`src/rtl/hilo_div_ctrl.sv`:
```
// ---------------------------------------------------------------------------
// hilo_div_ctrl
//
// Owns the architectural HI/LO registers and sequences signed (DIV) and
// unsigned (DIVU) divides through an external unsigned sequential divider.
// Signed operands are reduced to magnitudes before the divider sees them, and
// the result signs are restored in the FIX state. A zero divisor never
// reaches the divider: HI takes the dividend and LO takes all-ones at once.
//
// Handshake with the divider:
//   div_start is a one-cycle pulse, issued only from ARM. div_dividend and
//   div_divisor are held from that pulse until the result is taken.
//   div_done is a level that the divider drops after a start and raises
//   when its result is valid. It may still show the previous operation's
//   high in the first WAIT cycle, so that cycle ignores it.
//   stall is asked of the CPU whenever it presents a HI/LO-related request
//   while a divide is in flight; such requests are dropped and re-presented.
//
// Ports:
//   clk, reset                  clock, synchronous active-high reset
//   op_div, op_divu             divide requests (op_div wins if both high)
//   rs_val, rt_val              dividend / divisor
//   op_mthi, op_mtlo, wr_data   MTHI / MTLO writes
//   rd_hilo                     MFHI / MFLO reading HI/LO this cycle
//   stall                       hold the current instruction (combinational)
//   hi, lo                      remainder / quotient registers
//   div_start, div_dividend,
//   div_divisor                 divider command
//   div_done, div_quotient,
//   div_remainder               divider response
//   dbgState                    FSM state (0 IDLE, 1 ARM, 2 WAIT, 3 FIX)
// ---------------------------------------------------------------------------
module hilo_div_ctrl (
  input  logic        clk,
  input  logic        reset,
  input  logic        op_div,
  input  logic        op_divu,
  input  logic [31:0] rs_val,
  input  logic [31:0] rt_val,
  input  logic        op_mthi,
  input  logic        op_mtlo,
  input  logic [31:0] wr_data,
  input  logic        rd_hilo,
  output logic        stall,
  output logic [31:0] hi,
  output logic [31:0] lo,
  output logic        div_start,
  output logic [31:0] div_dividend,
  output logic [31:0] div_divisor,
  input  logic        div_done,
  input  logic [31:0] div_quotient,
  input  logic [31:0] div_remainder,
  output logic [1:0]  dbgState
);

  typedef enum logic [1:0] {
    IDLE = 2'd0,
    ARM  = 2'd1,
    WAIT = 2'd2,
    FIX  = 2'd3
  } stateType;

  stateType state;
  logic     negQ;
  logic     negR;
  logic     waitFirst;

  logic        divReq;
  logic        rsNeg;
  logic        rtNeg;
  logic [31:0] rsMag;
  logic [31:0] rtMag;

  // Sign bits only matter for the signed op; DIVU treats operands as raw.
  assign divReq = op_div | op_divu;
  assign rsNeg  = op_div & rs_val[31];
  assign rtNeg  = op_div & rt_val[31];
  // Two's-complement negation of 0x80000000 is 0x80000000, which is the
  // correct unsigned magnitude, so no special case is needed.
  assign rsMag  = rsNeg ? (~rs_val + 32'd1) : rs_val;
  assign rtMag  = rtNeg ? (~rt_val + 32'd1) : rt_val;

  assign stall    = (state != IDLE) & (op_div | op_divu | op_mthi | op_mtlo | rd_hilo);
  assign dbgState = state;

  always_ff @(posedge clk) begin
    if (reset) begin
      state        <= IDLE;
      hi           <= 32'd0;
      lo           <= 32'd0;
      div_start    <= 1'b0;
      div_dividend <= 32'd0;
      div_divisor  <= 32'd0;
      negQ         <= 1'b0;
      negR         <= 1'b0;
      waitFirst    <= 1'b0;
    end else begin
      case (state)
        IDLE: begin
          div_start <= 1'b0;
          if (divReq) begin
            // A divide in the same cycle as MTHI/MTLO drops the MT writes.
            if (rt_val == 32'd0) begin
              hi <= rs_val;
              lo <= 32'hFFFF_FFFF;
            end else begin
              div_dividend <= rsMag;
              div_divisor  <= rtMag;
              negQ         <= rsNeg ^ rtNeg;
              negR         <= rsNeg;
              div_start    <= 1'b1;
              state        <= ARM;
            end
          end else begin
            if (op_mthi) hi <= wr_data;
            if (op_mtlo) lo <= wr_data;
          end
        end
        ARM: begin
          div_start <= 1'b0;
          waitFirst <= 1'b1;
          state     <= WAIT;
        end
        WAIT: begin
          // The first WAIT cycle may still see done from the previous divide.
          waitFirst <= 1'b0;
          if (!waitFirst && div_done) state <= FIX;
        end
        FIX: begin
          lo    <= negQ ? (~div_quotient + 32'd1) : div_quotient;
          hi    <= negR ? (~div_remainder + 32'd1) : div_remainder;
          state <= IDLE;
        end
        default: state <= IDLE;
      endcase
    end
  end

endmodule

```
`config.mk`:
```
export PLATFORM = sky130hd
export DESIGN_NAME = hilo_div_ctrl
export DESIGN_NICKNAME = d
export VERILOG_FILES = /design/src/rtl/hilo_div_ctrl.sv
export SDC_FILE = /design/constraint.sdc
export NUM_CORES = 1
export LEC_CHECK = 0
export ABC_AREA = 1
export CAP_MARGIN = 10
export CORE_MARGIN = 5
export CORE_UTILIZATION = 47
export CTS_BUF_LIST = sky130_fd_sc_hd__clkbuf_8 sky130_fd_sc_hd__clkbuf_16
export CTS_CLUSTER_SIZE = 25
export DETAILED_ROUTE_END_ITERATION = 16
export HOLD_SLACK_MARGIN = 0.08
export PLACE_DENSITY = 0.91
export RECOVER_POWER = 25
export SETUP_SLACK_MARGIN = 0.1
export SLEW_MARGIN = 20
export SYNTH_ARGS = -nofsm -noshare
export SYNTH_HDL_FRONTEND = slang
export SYNTH_SLANG_ARGS = --single-unit
export TNS_END_PERCENT = 30
```
`constraint.sdc`:
```
create_clock -name clk -period 2.34 [get_ports clk]
set_input_delay 0.585 -clock clk [delete_from_list [all_inputs] [get_ports clk]]
set_output_delay 0.585 -clock clk [all_outputs]
set_load 0.02 [all_outputs]
```
== After elaboration in Yosys (flattened, before gate mapping) ==
Index checks and enable logic that the tools add are counted.
Operators by class
  add/sub/neg operators: 4
  equality and inequality tests: 9
  multiplexer cells: 20
  bitwise operators: 13
  reduce and logical (&&, ||, !) cells: 12
Operators by type and width (number)
  2-to-1 mux 32 bit: 10
  adder 32 x 1 -> 32 bit (second input constant): 4
  inverter 32 bit: 4
  one-hot mux 32 bit (2 select lines): 2
  zero test 32 bit: 1
  AND reduction 3 bit: 4
  inequality test 3 bit (second input constant): 3
  one-hot mux 2 bit (4 select lines): 1
  nonzero test 2 bit: 4
  2-to-1 mux 2 bit: 3
  inequality test 2 bit (second input constant): 3
  equality test 2 bit (second input constant): 2
  OR 1 bit: 4
  one-hot mux 1 bit (2 select lines): 2
  AND 1 bit: 3
  equality test 2 x 1 -> 1 bit (second input constant): 1
  zero test 2 bit: 1
  2-to-1 mux 1 bit: 2
  logical AND 1 bit: 1
  zero test 1 bit: 1
  inverter 1 bit: 1
  XOR 1 bit: 1
Storage, ports and cells
  flip-flop bits (word level): 134
  bits of input ports: 168
  output and inout port bits: 132
  word-level logic and storage cells: 67

== Depth between registers and ports, before layout ==
  depth in word-level cells: 5
  mapped depth: 14
  mapped depth without buffers: 13

== Worst setup path before layout ==
Ideal clock, no wire load.
  kind: in2out
  start: input op_divu
  end: output stall
  arrival: 1515 ps
  required time: 1755 ps
  slack: 240 ps
  cell stages on the path: 5
  path buffers: 1
  path through: or2_1 > buf_2 > or2_1 > o31ai_1 > inv_1
On the way
  word-level cells in the longest chain between the ends: 5
Ends and longest elaborated chain
  start: declaration: RTL line 37  | input logic op_divu,
  OR 1 bit (4 in a row): RTL line 83  | assign stall = (state != IDLE) & (op_div | op_divu | op_mthi | op_mtlo | rd_hilo);
  AND 1 bit: RTL line 83
  end: declaration: RTL line 44  | output logic stall,
No other way between the ends.

== Final worst setup path ==
  start: input rt_val[1]
  end: register div_dividend[13]
On the way
  word-level cells in the longest chain between the ends: 3
Ends and longest elaborated chain
  start: declaration: RTL line 39  | input logic [31:0] rt_val,
  zero test 32 bit: RTL line 103  | if (rt_val == 32'd0) begin
  inverter 1 bit (no source line)
  AND reduction 3 bit (no source line)
  end signal: assignment: RTL line 107  | div_dividend <= rsMag;
  end: declaration: RTL line 48  | output logic [31:0] div_dividend,
No other way between the ends.
A chain may end at the register's enable or synchronous reset.

==> summary.md <==
| Metric | Value |
|---|---|
| CTS clk-pin slew, worst paths | 0.06 ns |
| Pre-CTS setup slack | -0.559 ns |
| Wire per inst | 19.0 um |
| Hold Crit Class | flop to flop |
| Lkg Pwr | 6.69 nW |
| Post-DR vias/cell | 5.60 |
| Slew Limit Fails | 0 |
| TritonRoute pass-1 iters | 8 |
| Final hold vios | 0 |
| TritonCTS buffer count | 17 |
| HP Start | div_dividend[1] |
| Nets | 2196 |
| Vias | 12900 |
| Slew HR | 0.581 |
| GP Congestion | 1.01 |
| Die ar. | 22400 um^2 |
| Die height | 150 um |
| Initial antenna violation count | 1 |
| CP required | 2.64 ns |
| Crit share post-route | 0.947 |
| Crit start category | input port |
| Final worst slack | 0.124 ns |
| Synthesized instance count | 1538 |
| Worst-margin pin slew | 0.627 ns |
| Area grow syn2layout | 62.6% |
| Initial DRC count | 1318 |
| Core area | 19300 um^2 |
| Status | finished, final reports clean |
| Main synth FF type | dfxtp_1 |
| Clock skew | 0.0113 ns |
| Crit path DAT | 2.52 ns |
| YS warnings | 0 |
| MaxCap Viol Count | 0 |
| Tmin final | 2.22 ns |
| Final Setup Violations | 0 |
| Clk sinks | 134 |
| RSZ-0062 raised after global routing | true |
| CTS tree | done |
| CP Max Fanout | 19 |
| Pin count of the biggest net entering global routing | 76 |
| Critical Path Sink Type | flop |
| Final ANT Viol Nets | 0 |
| Total gr overflow | 0 |
| Clock tree buffer depth | 2 |
| Drt total wl | 43.7 mm |
| Synthesized flop and latch total | 134 |
| Vias in the first global route | 12100 |
| Synth Cell Area | 9180 um^2 |
| CTS H-Tree Depth | 4 |
| Pwr dens | 978 nW/um^2 |
| Initial Utilization | 0.475 |
| IO buf count | 299 |
| Synth cell types | 39 |
| Clk Latency, worst-skew pair | 0.44 ns |
| Number of top-level pins | 300 |
| Fmax | 0.451 GHz |
| Syn_nets | 1714 |
| Avg Cell Area, Syn | 5.97 um^2 |
| Share of layout cells above drive strength 1 | 0.148 |
| Post-CTS Hold Buffers | 0 |
| WS Path Type | input port to flop |
| Drt drc | 0 |
| Num rows | 51 |
| R2r startpoint | negQ |
| Post-synth EDFFs | 0 |
| Async SR Flop Fraction | 0 |
| Crit. Startpoint | rt_val[1] |
| Global-route wire length before repair | 63.4 mm |
| Seq/Total Area, Yosys | 0.292 |
| Worst ir drop on vdd | 0.539 mV |
| Root Buffer Master | clkbuf_16 |
| Chip Width | 150 um |
| GR Util All Layers | 0.359 |
| Utilization after layout | 0.772 |
| Detailed-placement wirelength estimate | 32.9 mm |
| Most common cell after layout, fill and taps aside | nand2_1 |
| Commonest non-fill, non-tap cells in the layout | nand2_1, nor2_1, clkdlybuf4s50_1 |
report_power, final:
part	switching (W)	internal (W)
Clock	0.00112	0.00209
Combinational	0.00448	0.00332
Sequential	0.000485	0.00312
final timing paths:
path	slack, ns	to	cells past startpoint
worst min-delay path	0.47	div_dividend[1]	2
worst max-delay path	0.12	div_dividend[13]	13
worst max register to register	0.39	lo[14]	9
worst min register to register	0.47	div_dividend[1]	2
final cells by class:
| cell class | instances | area, um^2 |
|---|---|---|
| Antenna cell | 1 | 2.50 |
| Clock buffer | 20 | 467 |
| Clock inverter | 12 | 223 |
| Fill cell | 1438 | 4410 |
| Inverter | 132 | 513 |
| Multi-Input combinational cell | 1201 | 5710 |
| Sequential cell | 134 | 2680 |
| Tap cell | 265 | 332 |
| Timing Repair Buffer | 534 | 5000 |
logic make-up after synthesis:
logic type / share of synthesized area
buf+inv: 0.0970
xor+xnor: 0.0353
fa+ha+maj: 0.0109
simple gates: 0.364
compound gates: 0.201
flops: 0.292
per-layer routing:
metal | GRT usage | wire (um)
met1 | 0.447 | 16600
met2 | 0.601 | 20200
met3 | 0.0524 | 4250
met4 | 0.188 | 2680
met5 | 0 | 0
flip-flops by register name (all words and copies together) (netlist names):
| signal | cells |
|---|---|
| lo | 32 |
| dbgState | 2 |
| div_start | 1 |
| negQ | 1 |
| waitFirst | 1 |
| negR | 1 |
| div_divisor | 32 |
| hi | 32 |
| div_dividend | 32 |
repair_timing:
| action | 4_1_cts | 5_1_grt |
|---|---|---|
| cloned | 0 | 6 |
| endpoints found under the hold margin | 0 | 0 |
| pin swaps | 3 | 8 |
| gates resized for setup | 12 | 41 |
| endpoints found under the setup margin | 7 | 130 |
| buffers inserted | 0 | 1 |
Yosys cell counts (all sizes together), types with 19 or more instances:
library cell | count | share of area
nand2 | 307 | 0.13
nor2 | 302 | 0.13
o21ai | 218 | 0.12
nand3 | 141 | 0.078
dfxtp | 134 | 0.29
inv | 129 | 0.053
a21oi | 108 | 0.059
buf | 44 | 0.031
xor2 | 28 | 0.027
clkbuf | 27 | 0.011
nand4 | 19 | 0.013
worst max-delay path: stages:
cell and delay, ns:
clkdlybuf4s50_1 0.40, inv_1 0.10, ha_2 0.18, nand2_1 0.07, nor2_2 0.12, nand3_2 0.13
nor2_4 0.13, nand2_4 0.08, nand3_4 0.16, inv_6 0.08, buf_12 0.16, o21ai_0 0.24
a21oi_1 0.09
through the flow:
stage          hold slack [ns]  power [W]  setup TNS [ns]  std cells  area [um^2]
2_1_floorplan            0.496    0.00739               0       1538         9180
6_report                 0.470     0.0146               0       2299        14900
4_1_cts                  0.473     0.0141               0       2291        14600
3_3_place_gp             0.455     0.0106          -21.07       2259        14000
3_5_place_dp             0.462     0.0109          -28.62       2259        14000
5_1_grt                  0.493     0.0152               0       2299        14900
Note: power is estimated with default switching activity, not from simulation.
==> RTL change (same settings) <==
Make the reset (`reset`) asynchronous in one clocked block. Comments in the files are not updated.
--- a/src/rtl/hilo_div_ctrl.sv
+++ b/src/rtl/hilo_div_ctrl.sv
@@ -83,7 +83,7 @@
   assign stall    = (state != IDLE) & (op_div | op_divu | op_mthi | op_mtlo | rd_hilo);
   assign dbgState = state;
 
-  always_ff @(posedge clk) begin
+  always_ff @(posedge clk or posedge reset) begin
     if (reset) begin
       state        <= IDLE;
       hi           <= 32'd0;
Behaviour: differs if reset is asserted again (counterexample within 4 cycles, from zero or initial values and one cycle with reset high); with reset held inactive, the same outputs for 4 cycles.
==> RTL change against the unedited design <==
Maximum frequency fell by 4.1%; global-route usage fell by 3.1 points; sequential cell count did not move; largest power group unchanged; critical path type unchanged; die area rose by 5.0%; final area fell by 1.1%; wire length fell by 7.5%; power rose by 23%; combinational power rose by 37%; worst hold slack improved by 0.0084 ns; worst setup slack got worse by 0.095 ns; synthesized area rose by 5.3%.
==> RTL change: results <==
set metrics [dict create \
    synth.yosys.seq_area_share 0.347 \
    grt_max_degree 68 \
    maxSlewHeadroom 0.345 \
    vdd_drop_max_uv 783 \
    async_reset_ff_frac 1.00 \
    place_hpwl_um 31100 \
    cp_max_fo 66 \
    dpl.cell_count 2225 \
    final_cell_count_no_fill 2265 \
    synthAdderAreaFrac 0.0104 \
    grt.total_usage 0.328 \
    place_area_mm2 0.0141 \
    post-place-ws_ns -0.745 \
    yosys-top-cells-area "dfrtp_1 35%, nand2_1 23%, nand3_1 9.7%" \
    internal_power_mw 9.97 \
    dr.pass1.iters 5 \
    use_met2 0.548 \
    status "finished, final reports clean" \
    min_from "div_divisor[30]" \
    rr_endpoint "lo[23]" \
    met3_usage 0.0826 \
    drt-total-wl_um 40400 \
    antenna_found_initial 9 \
    yosys-top-cells-count "589 x nand2_1, 200 x nor2_1, 188 x nand3_1, 134 x dfrtp_1, 132 x o21ai_0" \
    timing.rr.start "dbgState[1]" \
    drt-initial-drc-count 912 \
    synthCells 1554 \
    vias_per_cell 5.42 \
]
[RTL change: cell type report]
type                            count  area (um2)
Clock buffer                       19         453
Clock inverter                     12         178
Sequential cell                   134        3350
Timing Repair Buffer              460        4340
Fill cell                        1595        5470
Antenna cell                        7        17.5
Tap cell                          270         338
Multi-Input combinational cell   1251        5660
Inverter                          112         427
[RTL change: power groups by stage]
stage	clock network, mW	registers (mW)	logic (mW)
after floorplan	0	5.52	4.21
after global placement	0	4.22	10.2
after detailed placement	0	4.24	10.5
after CTS	2.96	4.26	10.5
after global routing	3.05	4.39	11.6
final	2.94	4.27	10.7
[RTL change: worst max-delay path by stage]
stage	endpoint	cells past startpoint	startpoint	slack (ns)
final	div_dividend[19]	11	rt_val[0]	0.03
after detailed placement	stall	7	op_divu	-0.75
after global routing	div_divisor[5]	12	rt_val[0]	-0.009
after global placement	stall	7	op_divu	-0.74
after floorplan	dbgState[0]	1	reset	0.09
after CTS	stall	7	op_div	0.1
